==> src/rtl/hazard_control_unit.sv <==
// hazard_control_unit
//   Hazard and forwarding controller for a 5-stage RV32IM pipeline, placed beside ID.
//   It tracks in-flight destinations in a two-entry shadow scoreboard (EX and MEM slots),
//   computes forward selects, handles load-use stalls and branch flushes, and counts
//   stall/flush cycles in saturating counters.
//   Optional feature macro: HAZARD_STORE_FWD_EN. When it is defined, store data that depends
//   on a load in EX is forwarded from MEM instead of stalling.

`ifndef SYNTHESIS
// Simulation-only watchdog: a load-use detect while already retrying a stall is illegal.
module hazard_control_unit_chk (
    input logic clk,
    input logic rst,
    input logic in_luse,
    input logic load_use
);
    // Flag a second back-to-back load-use stall.
    always_ff @(posedge clk) begin
        if (!rst) begin
            assert (!(in_luse && load_use))
                else $error("hazard_control_unit: illegal double load-use stall");
        end
    end
endmodule
`endif

module hazard_control_unit #(
    parameter int CNT_W = 16
) (
    input  logic             CLK,
    input  logic             Reset,
    input  logic [31:0]      ID_Instruction,
    input  logic             ID_Valid,
    input  logic             ID_Write_Enable,
    input  logic             ID_Mem_Read,
    input  logic             Branch_Taken,
    output logic             STALL,
    output logic             BUBBLE,
    output logic             FLUSH_IF_ID,
    output logic [1:0]       Load_Use_Hazard_RS1,
    output logic [1:0]       Load_Use_Hazard_RS2,
    output logic             FORWARD_MEMORY,
    output logic [CNT_W-1:0] Stall_Count,
    output logic [CNT_W-1:0] Flush_Count
);
    localparam logic [6:0] OP_LUI   = 7'b0110111;
    localparam logic [6:0] OP_AUIPC = 7'b0010111;
    localparam logic [6:0] OP_JAL   = 7'b1101111;
    localparam logic [6:0] OP_R     = 7'b0110011;
    localparam logic [6:0] OP_S     = 7'b0100011;
    localparam logic [6:0] OP_B     = 7'b1100011;

    localparam logic [1:0] SEL_RF  = 2'b00;
    localparam logic [1:0] SEL_EX  = 2'b01;
    localparam logic [1:0] SEL_MEM = 2'b10;

    localparam logic [CNT_W-1:0] CNT_MAX = {CNT_W{1'b1}};
    localparam logic [CNT_W-1:0] CNT_ONE = {{(CNT_W-1){1'b0}}, 1'b1};
    localparam logic [CNT_W-1:0] CNT_ZERO = {CNT_W{1'b0}};

    typedef enum logic [1:0] {
        ST_RUN   = 2'b00,
        ST_LUSE  = 2'b01,
        ST_FLUSH = 2'b10
    } state_t;

    typedef struct packed {
        logic       valid;
        logic [4:0] rd;
        logic       we;
        logic       load;
    } slot_t;

    localparam slot_t SLOT_EMPTY = '{valid: 1'b0, rd: 5'd0, we: 1'b0, load: 1'b0};

    state_t           state_q, state_d;
    slot_t            ex_slot_q, ex_slot_d;
    slot_t            mem_slot_q, mem_slot_d;
    logic [CNT_W-1:0] stall_count_q, stall_count_d;
    logic [CNT_W-1:0] flush_count_q, flush_count_d;

    logic [4:0] rd_s, rs1_s, rs2_s;
    logic [6:0] opcode_s;
    logic       rs1_used_s, rs2_used_s, is_store_s;
    logic       ex_hit1_s, ex_hit2_s, mem_hit1_s, mem_hit2_s;
    logic       lu1_s, lu2_s, store_fwd_s, load_use_s;
    logic       unused_s;

    // An entry matches a source when it is a live writer of that non-zero register.
    function automatic logic slot_hit(input slot_t slot, input logic [4:0] rs, input logic used);
        return used && slot.valid && slot.we && (slot.rd == rs) && (rs != 5'd0);
    endfunction

    // Forward select for one source; EX wins over MEM, a load in EX never forwards.
    function automatic logic [1:0] fwd_sel(input logic ex_hit, input logic ex_load, input logic mem_hit);
        if (ex_hit) begin
            return ex_load ? SEL_RF : SEL_EX;
        end else if (mem_hit) begin
            return SEL_MEM;
        end else begin
            return SEL_RF;
        end
    endfunction

    assign rd_s     = ID_Instruction[11:7];
    assign rs1_s    = ID_Instruction[19:15];
    assign rs2_s    = ID_Instruction[24:20];
    assign opcode_s = ID_Instruction[6:0];
    assign unused_s = ^{ID_Instruction[31:25], ID_Instruction[14:12]};

    // Decode which source registers the ID instruction actually reads.
    always_comb begin
        rs1_used_s = 1'b1;
        rs2_used_s = 1'b0;
        is_store_s = (opcode_s == OP_S);
        case (opcode_s)
            OP_LUI, OP_AUIPC, OP_JAL: rs1_used_s = 1'b0;
            default:                  rs1_used_s = 1'b1;
        endcase
        case (opcode_s)
            OP_R, OP_S, OP_B: rs2_used_s = 1'b1;
            default:          rs2_used_s = 1'b0;
        endcase
    end

    // Scoreboard matching and load-use detection.
    always_comb begin
        ex_hit1_s  = slot_hit(ex_slot_q, rs1_s, rs1_used_s);
        ex_hit2_s  = slot_hit(ex_slot_q, rs2_s, rs2_used_s);
        mem_hit1_s = slot_hit(mem_slot_q, rs1_s, rs1_used_s);
        mem_hit2_s = slot_hit(mem_slot_q, rs2_s, rs2_used_s);
        lu1_s      = ex_hit1_s && ex_slot_q.load;
        lu2_s      = ex_hit2_s && ex_slot_q.load;
`ifdef HAZARD_STORE_FWD_EN
        store_fwd_s = is_store_s && lu2_s && !lu1_s;
`else
        store_fwd_s = 1'b0;
`endif
        load_use_s = ID_Valid && !Branch_Taken && !Reset && (lu1_s || (lu2_s && !store_fwd_s));
    end

    // Mealy pipeline-control outputs; reset, then branch flush, take precedence.
    always_comb begin
        STALL               = 1'b0;
        BUBBLE              = 1'b0;
        FLUSH_IF_ID         = 1'b0;
        Load_Use_Hazard_RS1 = SEL_RF;
        Load_Use_Hazard_RS2 = SEL_RF;
        FORWARD_MEMORY      = 1'b0;
        if (Reset) begin
            BUBBLE      = 1'b1;
            FLUSH_IF_ID = 1'b1;
        end else if (Branch_Taken) begin
            BUBBLE      = 1'b1;
            FLUSH_IF_ID = 1'b1;
        end else if (!ID_Valid) begin
            BUBBLE = 1'b0;
        end else if (load_use_s) begin
            STALL  = 1'b1;
            BUBBLE = 1'b1;
        end else begin
            Load_Use_Hazard_RS1 = fwd_sel(ex_hit1_s, ex_slot_q.load, mem_hit1_s);
            Load_Use_Hazard_RS2 = store_fwd_s ? SEL_RF
                                              : fwd_sel(ex_hit2_s, ex_slot_q.load, mem_hit2_s);
            FORWARD_MEMORY      = store_fwd_s && is_store_s;
        end
    end

    // Scoreboard advance: the ID instruction enters EX unless a bubble is inserted.
    always_comb begin
        mem_slot_d = ex_slot_q;
        if (BUBBLE) begin
            ex_slot_d = SLOT_EMPTY;
        end else begin
            ex_slot_d = '{valid: ID_Valid, rd: rd_s, we: ID_Write_Enable, load: ID_Mem_Read};
        end
    end

    // Next-state logic for the stall/flush tracking FSM.
    always_comb begin
        state_d = ST_RUN;
        case (state_q)
            ST_RUN: begin
                if (Branch_Taken) begin
                    state_d = ST_FLUSH;
                end else if (load_use_s) begin
                    state_d = ST_LUSE;
                end else begin
                    state_d = ST_RUN;
                end
            end
            ST_LUSE, ST_FLUSH: begin
                if (Branch_Taken) begin
                    state_d = ST_FLUSH;
                end else begin
                    state_d = ST_RUN;
                end
            end
            default: state_d = ST_RUN;
        endcase
    end

    // Saturating performance counters, stepped on edges spent in LUSE / FLUSH.
    always_comb begin
        stall_count_d = stall_count_q;
        flush_count_d = flush_count_q;
        if ((state_q == ST_LUSE) && (stall_count_q != CNT_MAX)) begin
            stall_count_d = stall_count_q + CNT_ONE;
        end else begin
            stall_count_d = stall_count_q;
        end
        if ((state_q == ST_FLUSH) && (flush_count_q != CNT_MAX)) begin
            flush_count_d = flush_count_q + CNT_ONE;
        end else begin
            flush_count_d = flush_count_q;
        end
    end

    // State, scoreboard and counter registers with asynchronous reset.
    always_ff @(posedge CLK or posedge Reset) begin
        if (Reset) begin
            state_q       <= ST_RUN;
            ex_slot_q     <= SLOT_EMPTY;
            mem_slot_q    <= SLOT_EMPTY;
            stall_count_q <= CNT_ZERO;
            flush_count_q <= CNT_ZERO;
        end else begin
            state_q       <= state_d;
            ex_slot_q     <= ex_slot_d;
            mem_slot_q    <= mem_slot_d;
            stall_count_q <= stall_count_d;
            flush_count_q <= flush_count_d;
        end
    end

    assign Stall_Count = stall_count_q;
    assign Flush_Count = flush_count_q;

`ifndef SYNTHESIS
    hazard_control_unit_chk u_chk (
        .clk      (CLK),
        .rst      (Reset),
        .in_luse  (state_q == ST_LUSE),
        .load_use (load_use_s)
    );
`endif

endmodule
==> config.mk <==
export PLATFORM = sky130hd
export DESIGN_NAME = hazard_control_unit
export DESIGN_NICKNAME = d
export VERILOG_FILES = /design/src/rtl/hazard_control_unit.sv
export SDC_FILE = /design/constraint.sdc
export NUM_CORES = 1
export LEC_CHECK = 0
export BUFFER_PORTS_ARGS = -buffer_cell sky130_fd_sc_hd__buf_2
export CAP_MARGIN = 20
export CORE_UTILIZATION = 45
export DETAILED_ROUTE_END_ITERATION = 16
export PLACE_DENSITY = 0.8
export SLEW_MARGIN = 20
export SYNTH_ARGS = -nofsm -noshare
export SYNTH_HDL_FRONTEND = slang
export SYNTH_SLANG_ARGS = --single-unit
==> constraint.sdc <==
create_clock -name CLK -period 3.2 [get_ports CLK]
set_input_delay 0.16 -clock CLK [delete_from_list [all_inputs] [get_ports CLK]]
set_output_delay 0.16 -clock CLK [all_outputs]
set_load 0.01 [all_outputs]
; After elaboration in Yosys (flattened, before gate mapping)
; Cells that the tools add are included.
[op_classes]
n_addsub = 2
n_eq_ne = 14
n_mux = 28
n_reduce_logical = 32
[op_table]
columns = cell, n
row1 = $add 16x1->16 const B, 2
row2 = $ne 16x16->1 const B, 2
row3 = $mux 2, 14
row4 = $logic_and 1x1->1, 23
row5 = $eq 7x6->1 const B, 3
row6 = $eq 5x5->1, 4
row7 = $eq 7x7->1 const B, 2
row8 = $mux 1, 12
row9 = $reduce_bool 5->1, 2
row10 = $mux 8, 1
row11 = $eq 7x5->1 const B, 1
row12 = $reduce_or 3->1, 2
row13 = $pmux 2 s2, 1
row14 = $eq 2x1->1 const B, 1
row15 = $eq 2x2->1 const B, 1
row16 = $logic_not 1->1, 2
row17 = $logic_not 2->1, 1
row18 = $reduce_or 2->1, 1
row19 = $logic_or 1x1->1, 1
[totals]
reg_bits = 49
inputBits = 38
output_inout_bits = 40
elab_cells = 86

; Logic depth before layout (Yosys ltp)
[logic_depth]
ltp_word = 15
ltp_mapped = 6
ltp_nobuf = 6

; Least setup slack after synthesis
; Ideal clock, no wire load.
[synth_path]
kind = reg-to-output
start = reg ex_slot_q[6] (netlist bit)
end = out BUBBLE
arrival_ps = 1584
required_ps = 3040
path_slack_ps = 1456
path_stages_with_launch = 6
n_path_buf = 0
cell_sequence = dfrtp_1 xor2_1 nor4_4 o2111ai_2 a21oi_4 nand2b_1
[synth_via]
elab_chain_cells = 10
elab_cells_between_ends = 14
classes_between = eq/ne: 2 / mux: 4 / reduce/logical: 8
[synth_lines]
columns = element, line_no
row1 = "start, declared", 77  ; slot_t ex_slot_q, ex_slot_d;
row2 = "start signal, assigned", 229  ; ex_slot_q <= ex_slot_d;
row3 = $eq 5x5->1, 91  ; return used && slot.valid && slot.we && (slot.rd == rs) && (rs != 5'd0);
row4 = $logic_and 1x1->1 (2 in a row), 91
row5 = "$logic_and 1x1->1, on equally long branches", "132, 133"
row6 = $logic_or 1x1->1 *, 139  ; load_use_s = ID_Valid && !Branch_Taken && !Reset && (lu1_s || (lu2_s && !store_fwd_s));
row7 = $logic_and 1x1->1 *, 139
row8 = $mux 1 *, 158  ; end else if (load_use_s) begin
row9 = $mux 1 *, 156  ; end else if (!ID_Valid) begin
row10 = $mux 1 *, 153  ; end else if (Branch_Taken) begin
row11 = $mux 1 *, 150  ; if (Reset) begin
row12 = "end, declared", 38  ; output logic BUBBLE,
; Every way passes the cells marked *; elsewhere a longest branch is shown, timed or not.

; Worst setup path after layout
; Same ends and word-level chain as after synthesis.

==> impl_metrics.json <==
{
  "path_cells": "xor2_1 -> nor4_4 -> o2111ai_2 -> a21oi_4 -> nand2b_1 -> buf_2",
  "drv_cap": 0,
  "overflow": 0,
  "finalNetCount": 346,
  "postSynthAreaPerCell_um2": 10.76,
  "fin_hold_ws_ns": 0.002864,
  "wire_per_inst_um": 13.15,
  "cts_buffers": 5,
  "worst_pin_slew_ns": 0.8270,
  "grt_antenna_before_repair": 0,
  "hold_class": "in -> async",
  "gp_routability_congestion": 0.8461,
  "final_common_cell": "buf_2",
  "crit_fanout": 10,
  "busiest_layer": "met2",
  "syn-num-nets": 277,
  "async_flop_share": 1.000,
  "grt_use_met2": 0.3117,
  "timing.slew.headroom": 0.4480,
  "setup_tns_ns": 0,
  "cts_root_buffer": "clkbuf_8",
  "clk_pin_slew_ns": 0.09,
  "synth-edff-count": 0,
  "min_period_ns": 2.271,
  "yosys.area_share.adder": 0.02996,
  "leakagePower_nw": 1.533,
  "grt.met1_usage": 0.2122,
  "ant_nets": 0,
  "finalSetupViolCount": 0,
  "yosys.area.top_type": "dfrtp_1",
  "synth-xor-area-share": 0.1677,
  "endpoint_kind": "output pin",
  "fmax_mhz": 440.3,
  "via_per_inst": 5.180,
  "critical_path.top_delay_family": "compound AO/OA/AOI/OAI gates",
  "grt_pass1_wl_mm": 8.273,
  "critical_path_arrival_ns": 2.11,
  "die_x_um": 76.63,
  "maxSlewViolCount": 0,
  "dieArea_um2": 5871,
  "boundaryPins": 78,
  "vias": 1932,
  "synth_top_family_by_area": "simple AND/OR/NAND/NOR gates",
  "synthFlopType": "dfrtp_1",
  "powerDensity_nw_per_um2": 429.0,
  "drcViolationCount": 0,
  "core_region_area_um2": 5238,
  "grt_pass1_vias": 1847,
  "grtUsageTotal": 0.1771,
  "post_cts_resized": 0,
  "cts_htree_levels": 2,
  "dieHeight_um": 76.63,
  "cts_hold_buffers": 0,
  "syn_to_final_growth_pct": 19.37,
  "clockBufferDepth": 2,
  "dp_hpwl_mm": 3.695,
  "cpPeakStageDelay_ns": 0.42,
  "netlist.area_leader.share": 0.4893,
  "syn_inst": 233,
  "finalCritPeriodShare": 0.7097,
  "firstDrtPassIters": 4,
  "ys_ff_latch": 49,
  "wl_mm": 4.906,
  "final_cell_mix": "buf_2 (66), dfrtp_1 (49), xor2_1 (29)",
  "drive_gt1_frac": 0.2805,
  "status": "finished, final reports clean",
  "cts_tree": "done",
  "worst_clock_skew_ns": 0.01321,
  "portBuffers": 66,
  "required_ns": 3.04,
  "synth_cell_type_count": 43,
  "seq_area_frac_synth": 0.4893,
  "n_antenna_cell": 0,
  "synth_compound_area_frac": 0.05991,
  "met3_usage": 0.04192,
  "path_buf_inv": 1,
  "start_util": 0.4785,
  "grt_max_degree": 50,
  "first_iter_violations": 67,
  "synthSimpleGateAreaFrac": 0.2257,
  "cts_setup_buffers": 0,
  "critPathSlowestCell": "dfrtp_1",
  "yosys_warnings": 0,
  "clk_latency_ns": 0.30,
  "synthMuxAreaShare": 0.008487,
  "clock_sinks": 49,
  "finalHoldViolations": 0,
  "netlist_top_cells_area": "dfrtp_1 (49%), xor2_1 (10%), xnor2_1 (6.6%), nand2_1 (3.9%), ha_1 (3.0%)",
  "syn_area_um2": 2506,
  "cp-start-kind": "flop",
  "grt_setup_unrepaired": "no",
  "crit_type": "reg -> out",
  "num_rows": 26,
  "vdd_drop_max_uv": 265.5
}
==> final cells by class <==
cell class,instances,area (µm²)
clock buffer,6,72.57
clock inverter,2,15.01
fill,464,2246
inverter,6,23.77
multi-input combinational,174,1236
sequential,49,1226
tap,70,87.58
timing repair buffer,66,330.3
==> cell usage after synthesis, types with 3 or more instances <==
master / n
nand2_1: 26
nor3b_1: 3
nor4_1: 3
ha_1: 6
and3_1: 8
dfrtp_1: 49
xnor2_1: 19
nand3_1: 9
nor2_1: 18
inv_1: 6
nor3_1: 6
and4_1: 4
xor2_1: 29
nand4_1: 12
a21oi_1: 3
==> metal layers <==
| metal | share of wire | up-vias |
|---|---|---|
| met2 | 0.49 | 47 |
| li1 | - | 951 |
| met4 | 0.012 | 0 |
| met1 | 0.45 | 930 |
| met3 | 0.046 | 4 |
| met5 | 0 | - |
==> registers in the layout (all words and copies together), names as in the netlist <==
name         count
Flush_Count     16
Stall_Count     16
ex_slot_q        8
mem_slot_q       7
state_q          2
==> logic make-up (layout without fill, tap and decap cells) <==
| kind of cell | count (synthesis) | in the layout |
|---|---|---|
| compound gates | 15 | 15 |
| xor+xnor | 48 | 48 |
| fa+ha+maj | 6 | 6 |
| buf+inv | 10 | 80 |
| flops | 49 | 49 |
| mux | 2 | 2 |
| other cells | 1 | 1 |
| simple gates | 102 | 102 |
==> through the flow <==
step | util | area, µm² | total power (W) | instances | worst slack [ns]
after detailed placement | 0.5542 | 2903 | 0.0009419 | 365 | 0.9898
final | 0.5712 | 2992 | 0.001283 | 373 | 0.9291
after floorplan | - | 2506 | 0.0008494 | 233 | 1.456
after CTS | 0.5710 | 2990 | 0.001301 | 373 | 0.8990
after global routing | 0.5712 | 2992 | 0.001351 | 373 | 0.7929
after global placement | 0.5542 | 2903 | 0.0009354 | 365 | 1.021
==> worst paths after layout <==
| path | start | endpoint | slack [ns] | depth (start not counted) |
|---|---|---|---|---|
| setup / recovery | ex_slot_q[6]$_DFF_PP0_ | BUBBLE | 0.93 | 6 |
| hold / removal | Reset | Flush_Count[13]$_DFFE_PP0P_ | 0.003 | 2 |
| setup reg to reg | Stall_Count[0]$_DFFE_PP0P_ | Stall_Count[4]$_DFFE_PP0P_ | 1.32 | 6 |
| hold reg to reg | ex_slot_q[1]$_DFF_PP0_ | mem_slot_q[1]$_DFF_PP0_ | 0.38 | 0 |
| max in group asynchronous | Reset | Stall_Count[0]$_DFFE_PP0P_ | 2.69 | 2 |
| min in group CLK | ID_Instruction[8] | ex_slot_q[3]$_DFF_PP0_ | 0.06 | 3 |
==> power by group <==
part	switching, W	internal, W
logic	0.000106	0.0000937
clock network	0.000202	0.000154
registers	0.0000603	0.000667
total	0.000368	0.000915
No activity file was read; power rests on OpenSTA's default activity.
